--- config.mk ---
export PLATFORM = sky130hd
export DESIGN_NAME = regfile_dump
export DESIGN_NICKNAME = d
export VERILOG_FILES = /design/src/rtl/regfile_dump.sv
export SDC_FILE = /design/constraint.sdc
export NUM_CORES = 1
export LEC_CHECK = 0
export BUFFER_PORTS_ARGS = -buffer_cell sky130_fd_sc_hd__buf_2
export CAP_MARGIN = 20
export CORE_ASPECT_RATIO = 0.75
export CORE_MARGIN = 3
export CORE_UTILIZATION = 40
export DETAILED_ROUTE_END_ITERATION = 10
export PLACE_DENSITY = 0.78
export SYNTH_ARGS = -nofsm -noshare
export SYNTH_HDL_FRONTEND = slang
export SYNTH_SLANG_ARGS = --single-unit
--- constraint.sdc ---
create_clock -name clk -period 2 [get_ports clk]
set_input_delay 0.2 -clock clk [delete_from_list [all_inputs] [get_ports clk]]
set_output_delay 0.2 -clock clk [all_outputs]
set_load 0.05 [all_outputs]
--- src/rtl/regfile_dump.sv ---
// Sequential debug reader for the 32x32 register file: walks FIRST_REG..LAST_REG
// through the read port and streams each value out over a valid/ready handshake.
module regfile_dump #(
  parameter int unsigned FIRST_REG = 0,
  parameter int unsigned LAST_REG  = 31
) (
  input  logic        clk,
  input  logic        rst_,
  input  logic        start,
  output logic [4:0]  rdReg,
  input  logic [31:0] rdData,
  output logic        out_valid,
  input  logic        out_ready,
  output logic [31:0] out_data,
  output logic [4:0]  out_idx,
  output logic        out_last,
  output logic        hold,
  output logic        done
);

  localparam logic [4:0] FIRST_IDX = 5'(FIRST_REG);
  localparam logic [4:0] LAST_IDX  = 5'(LAST_REG);

  typedef enum logic [1:0] {
    ST_IDLE  = 2'd0,
    ST_FETCH = 2'd1,
    ST_SEND  = 2'd2,
    ST_DONE  = 2'd3
  } state_t;

  state_t      state_q, state_d;
  logic [4:0]  idx_q, idx_d;
  logic        out_valid_q, out_valid_d;
  logic [31:0] out_data_q, out_data_d;
  logic [4:0]  out_idx_q, out_idx_d;
  logic        out_last_q, out_last_d;

  always_ff @(posedge clk or negedge rst_) begin
    if (!rst_) begin
      state_q     <= ST_IDLE;
      idx_q       <= 5'd0;
      out_valid_q <= 1'b0;
      out_data_q  <= 32'd0;
      out_idx_q   <= 5'd0;
      out_last_q  <= 1'b0;
    end else begin
      state_q     <= state_d;
      idx_q       <= idx_d;
      out_valid_q <= out_valid_d;
      out_data_q  <= out_data_d;
      out_idx_q   <= out_idx_d;
      out_last_q  <= out_last_d;
    end
  end

  // The output word is captured in FETCH and then frozen in SEND until accepted,
  // so the consumer never sees data move under a pending valid.
  always_comb begin
    state_d     = state_q;
    idx_d       = idx_q;
    out_valid_d = out_valid_q;
    out_data_d  = out_data_q;
    out_idx_d   = out_idx_q;
    out_last_d  = out_last_q;

    unique case (state_q)
      ST_IDLE: begin
        if (start) begin
          idx_d   = FIRST_IDX;
          state_d = ST_FETCH;
        end
      end
      ST_FETCH: begin
        out_data_d  = rdData;
        out_idx_d   = idx_q;
        out_last_d  = (idx_q == LAST_IDX);
        out_valid_d = 1'b1;
        state_d     = ST_SEND;
      end
      ST_SEND: begin
        if (out_valid_q && out_ready) begin
          out_valid_d = 1'b0;
          if (out_last_q) begin
            state_d = ST_DONE;
          end else begin
            idx_d   = idx_q + 5'd1;
            state_d = ST_FETCH;
          end
        end
      end
      ST_DONE: begin
        state_d = ST_IDLE;
      end
      default: begin
        state_d = ST_IDLE;
      end
    endcase
  end

  assign rdReg     = idx_q;
  assign out_valid = out_valid_q;
  assign out_data  = out_data_q;
  assign out_idx   = out_idx_q;
  assign out_last  = out_last_q;
  assign hold      = (state_q != ST_IDLE);
  assign done      = (state_q == ST_DONE);

endmodule
==> implementation parameters <==
Parameter                              Value

Run status
  Run status ... complete, but fails checks
  Violations in the final reports ... hold timing

Timing
  Setup repair after global routing missed its margin ... no
  Number of setup violations in the final report ... 0
  Max Clk Rate ... 554.9 MHz
  Transition at the pin with the smallest max-transition slack ... 0.5641 ns
  Slew headroom ... 62.40%
  Worst slack on hold paths ... -0.02169 ns
  Setup Total Neg Slack ... 0 ns
  Clock Skew ... 0.005249 ns
  Total count of hold-check failures in the final report ... 38
  Final Slew Violations ... 0
  Final worst path period share ... 90.11%
  Clock period minus worst slack ... 1.802 ns

Routing
  Detailed-route DRC error count ... 0
  First-pass iteration count of the detailed router ... 4
  DRC marker count from the first detailed-route iteration ... 67
  Wirelength, routed ... 3740 um
  Number of vias per cell ... 4.948
  Post-DR wirelength/cell ... 13.80 um
  Vias after detailed routing ... 1341
  Remaining antenna violation count after routing ... 0

Synth
  Number of different library cells in the post-synthesis netlist ... 30
  Async set-reset flop share out of synthesis ... 100.0%
  Cell area after synthesis ... 1937 um^2
  Net count after synthesis ... 165
  Yosys top cell by area ... sky130_fd_sc_hd__dfrtp_1
  Fraction of post-synthesis cell area in the top cell type by area ... 59.43%
  Top FF cell, synth ... sky130_fd_sc_hd__dfrtp_1
  Dominant cell by count in the synthesized netlist ... sky130_fd_sc_hd__dfrtp_1
  Fraction of the yosys area taken by sequential cells ... 59.43%
  Top area cells in the synthesized netlist ... sky130_fd_sc_hd__dfrtp_1 (59%), sky130_fd_sc_hd__mux2_2 (23%), sky130_fd_sc_hd__buf_6 (2.9%), sky130_fd_sc_hd__ha_1 (1.3%), sky130_fd_sc_hd__a22o_2 (1.0%)
  Number of storage elements in the synthesis netlist ... 46
  EDFF count, synth ... 0
  Most numerous cell types in the synthesized netlist ... sky130_fd_sc_hd__dfrtp_1 (46), sky130_fd_sc_hd__mux2_2 (40), sky130_fd_sc_hd__buf_6 (5)
  Synthesized area per cell ... 15.25 um^2
  Yosys warning total ... 0
  Synthesized instance count ... 127

Layout
  Layout fillers ... 404
  Post-Route Utilization ... 54.38%
  Antenna cell count ... 0
  Multi-input combinational cell area ... 720.7 um^2
  Final layout net count ... 251
  Area Overhead vs Synth ... 28.36%
  Share of post-route cells with drive strength above 1 ... 66.36%
  Register area ... 1151 um^2

Setup path
  Reg2Reg Capture Point ... rdReg[4]
  Number of cells on the worst reg-to-reg path ... 6
  Data required time of the critical path ... 2.18 ns
  Crit Reg-Reg Startpoint ... rdReg[1]
  CP cell instances ... ha_1, and3_1, ha_1, nor2b_1, mux2_2, a22o_2
  Crit-path slowest cell ... sky130_fd_sc_hd__dfrtp_1
  Critical path class ... flip-flop to flip-flop
  Delay of the slowest critical-path stage ... 0.44 ns
  Startpoint Class ... flip-flop
  Most frequent CP cell ... sky130_fd_sc_hd__ha_1
  Launch point of the critical path ... rdReg[1]
  Worst Setup EP ... rdReg[4]
  Largest fanout on the critical path ... 6
  Worst endpoint data arrival time ... 1.98 ns
  Worst reg2reg setup slack ... 0.20 ns
  Sort of element at the end of the critical path ... flip-flop

Place
  Total of buffers placed on input and output ports ... 81
  Half-perimeter wire length of the detailed placement result ... 2732 um
  Global placer's final weighted congestion ... 0.7940

Clocking
  Clk Latency, worst-skew pair ... 0.29 ns
  Buffer cell driving the clock tree root ... sky130_fd_sc_hd__clkbuf_8
  Number of buffers added for setup after CTS ... 0
  Max Root-Sink Buffers ... 2
  Clk sinks ... 46
  Num CTS Buffers ... 5
  Register clock-pin slew on the reported worst setup and hold paths ... 0.08 ns
  Post-CTS resize count ... 0
  H-tree depth ... 2
  # hold bufs at CTS ... 0
  Clock tree from TritonCTS ... yes

Run
  Max-capacitance violation count ... 0

Floorplan
  Core Box Area ... 4572 um^2
  Vert. Die Dim ... 66.27 um
  Count of boundary I/O pins ... 82
  Initial Util ... 42.36%
  Width of the chip ... 86.35 um
  Die area ... 5722 um^2
  Rows ... 21

Global route
  Grt met2 use ... 23.47%
  Total global routing overflow ... 0
  Initial antenna violation count ... 0
  First-pass GRT wire length ... 6389 um
  Met1 global-route usage ... 17.73%
  Vias in the first global route ... 1344
  Met3 layer usage reported by global route ... 5.106%
  Largest net degree at the start of global routing ... 47
  GRT Overall Usage ... 14.28%
  Peak-usage layer in the global routing report ... met2

Worst hold path
  Path class of the lowest-slack min-delay path ... input port to asynchronous set/reset pin
cells by family after synthesis:
group / after synthesis / share of synthesized area (%)
compound gates: 10 / 4.780
fa+ha+maj: 2 / 1.292
buf+inv: 7 / 3.359
flops: 46 / 59.43
mux: 41 / 24.03
simple gates: 21 / 7.106
layout make-up:
class	instances	share of cell area, %
Timing Repair Buffer	85	18.02
Clock buffer	7	3.473
Tap cell	57	2.869
Sequential cell	46	46.30
Clock inverter	1	0.2013
Inverter	1	0.1510
Multi-Input combinational cell	74	28.99
layout by cell type (no fill, tap or decap):
cell                        n
sky130_fd_sc_hd__a21oi_1    1
sky130_fd_sc_hd__a221o_1    1
sky130_fd_sc_hd__a22o_1     1
sky130_fd_sc_hd__a22o_2     2
sky130_fd_sc_hd__and2_1     1
sky130_fd_sc_hd__and2_2     1
sky130_fd_sc_hd__and2b_4    1
sky130_fd_sc_hd__and3_1     1
sky130_fd_sc_hd__and4b_4    1
sky130_fd_sc_hd__buf_12     1
sky130_fd_sc_hd__buf_2     81
sky130_fd_sc_hd__buf_4      3
sky130_fd_sc_hd__clkbuf_1   1
sky130_fd_sc_hd__clkbuf_8   6
sky130_fd_sc_hd__clkinv_2   1
sky130_fd_sc_hd__dfrtp_1   46
sky130_fd_sc_hd__ha_1       2
sky130_fd_sc_hd__inv_1      1
sky130_fd_sc_hd__mux2_2    40
sky130_fd_sc_hd__mux2_4     1
sky130_fd_sc_hd__nand2_1    1
sky130_fd_sc_hd__nand2b_1   1
sky130_fd_sc_hd__nand3_1    3
sky130_fd_sc_hd__nand4b_1   2
sky130_fd_sc_hd__nor2_1     3
sky130_fd_sc_hd__nor2b_1    2
sky130_fd_sc_hd__nor4_1     1
sky130_fd_sc_hd__o21ai_0    1
sky130_fd_sc_hd__o21bai_1   1
sky130_fd_sc_hd__o21bai_4   1
sky130_fd_sc_hd__o22a_1     1
sky130_fd_sc_hd__o311ai_1   1
sky130_fd_sc_hd__or2_2      2
sky130_fd_sc_hd__or2b_2     1
registers in the layout, summed over array words and instances, names as in the netlist:
register and flops:
state_q 2, rdReg 5, out_data 32, out_last 1, out_valid 1, out_idx 5
metal layers:
layer / part of all wire (%) / wire (um)
met3: 9.0 / 335
met2: 46 / 1720
met4: 0.80 / 30
met1: 44 / 1653
met5: 0 / 0
how the worst min path moves through the flow:
stage / from / endpoint / slack, ns / cells after the start
floorplan: rst_ / out_data[0] / -0.1 / 0
global placement: rst_ / out_idx[4] / 0.32 / 2
detailed placement: rst_ / out_idx[4] / 0.32 / 2
CTS: rst_ / out_idx[4] / 0.003 / 2
global route: rst_ / out_idx[4] / 0.02 / 2
finish: rst_ / out_idx[4] / -0.02 / 2
worst max-delay path, delay by kind of cell, from the launching register on:
family / cells / cell delay (ns)
muxes: 1 / 0.27
DFF: 1 / 0.44
adders and majority gates: 2 / 0.48
AOI/OAI and AO/OA: 1 / 0.21
and+or+nand+nor: 2 / 0.31
metrics by stage:
step	std cells	hold slack, ns	cell area (um^2)	worst slack (ns)
after floorplan	127	-0.09559	1937	0.005497
after global placement	263	0.3197	2395	0.2605
after detailed placement	263	0.3226	2395	0.2034
after CTS	271	0.002503	2486	0.1882
after global routing	271	0.01734	2486	0.1079
final	271	-0.02169	2486	0.1977
Power is not shown: default switching activity piles up to over one toggle a cycle in this logic, so the estimate is an artifact.
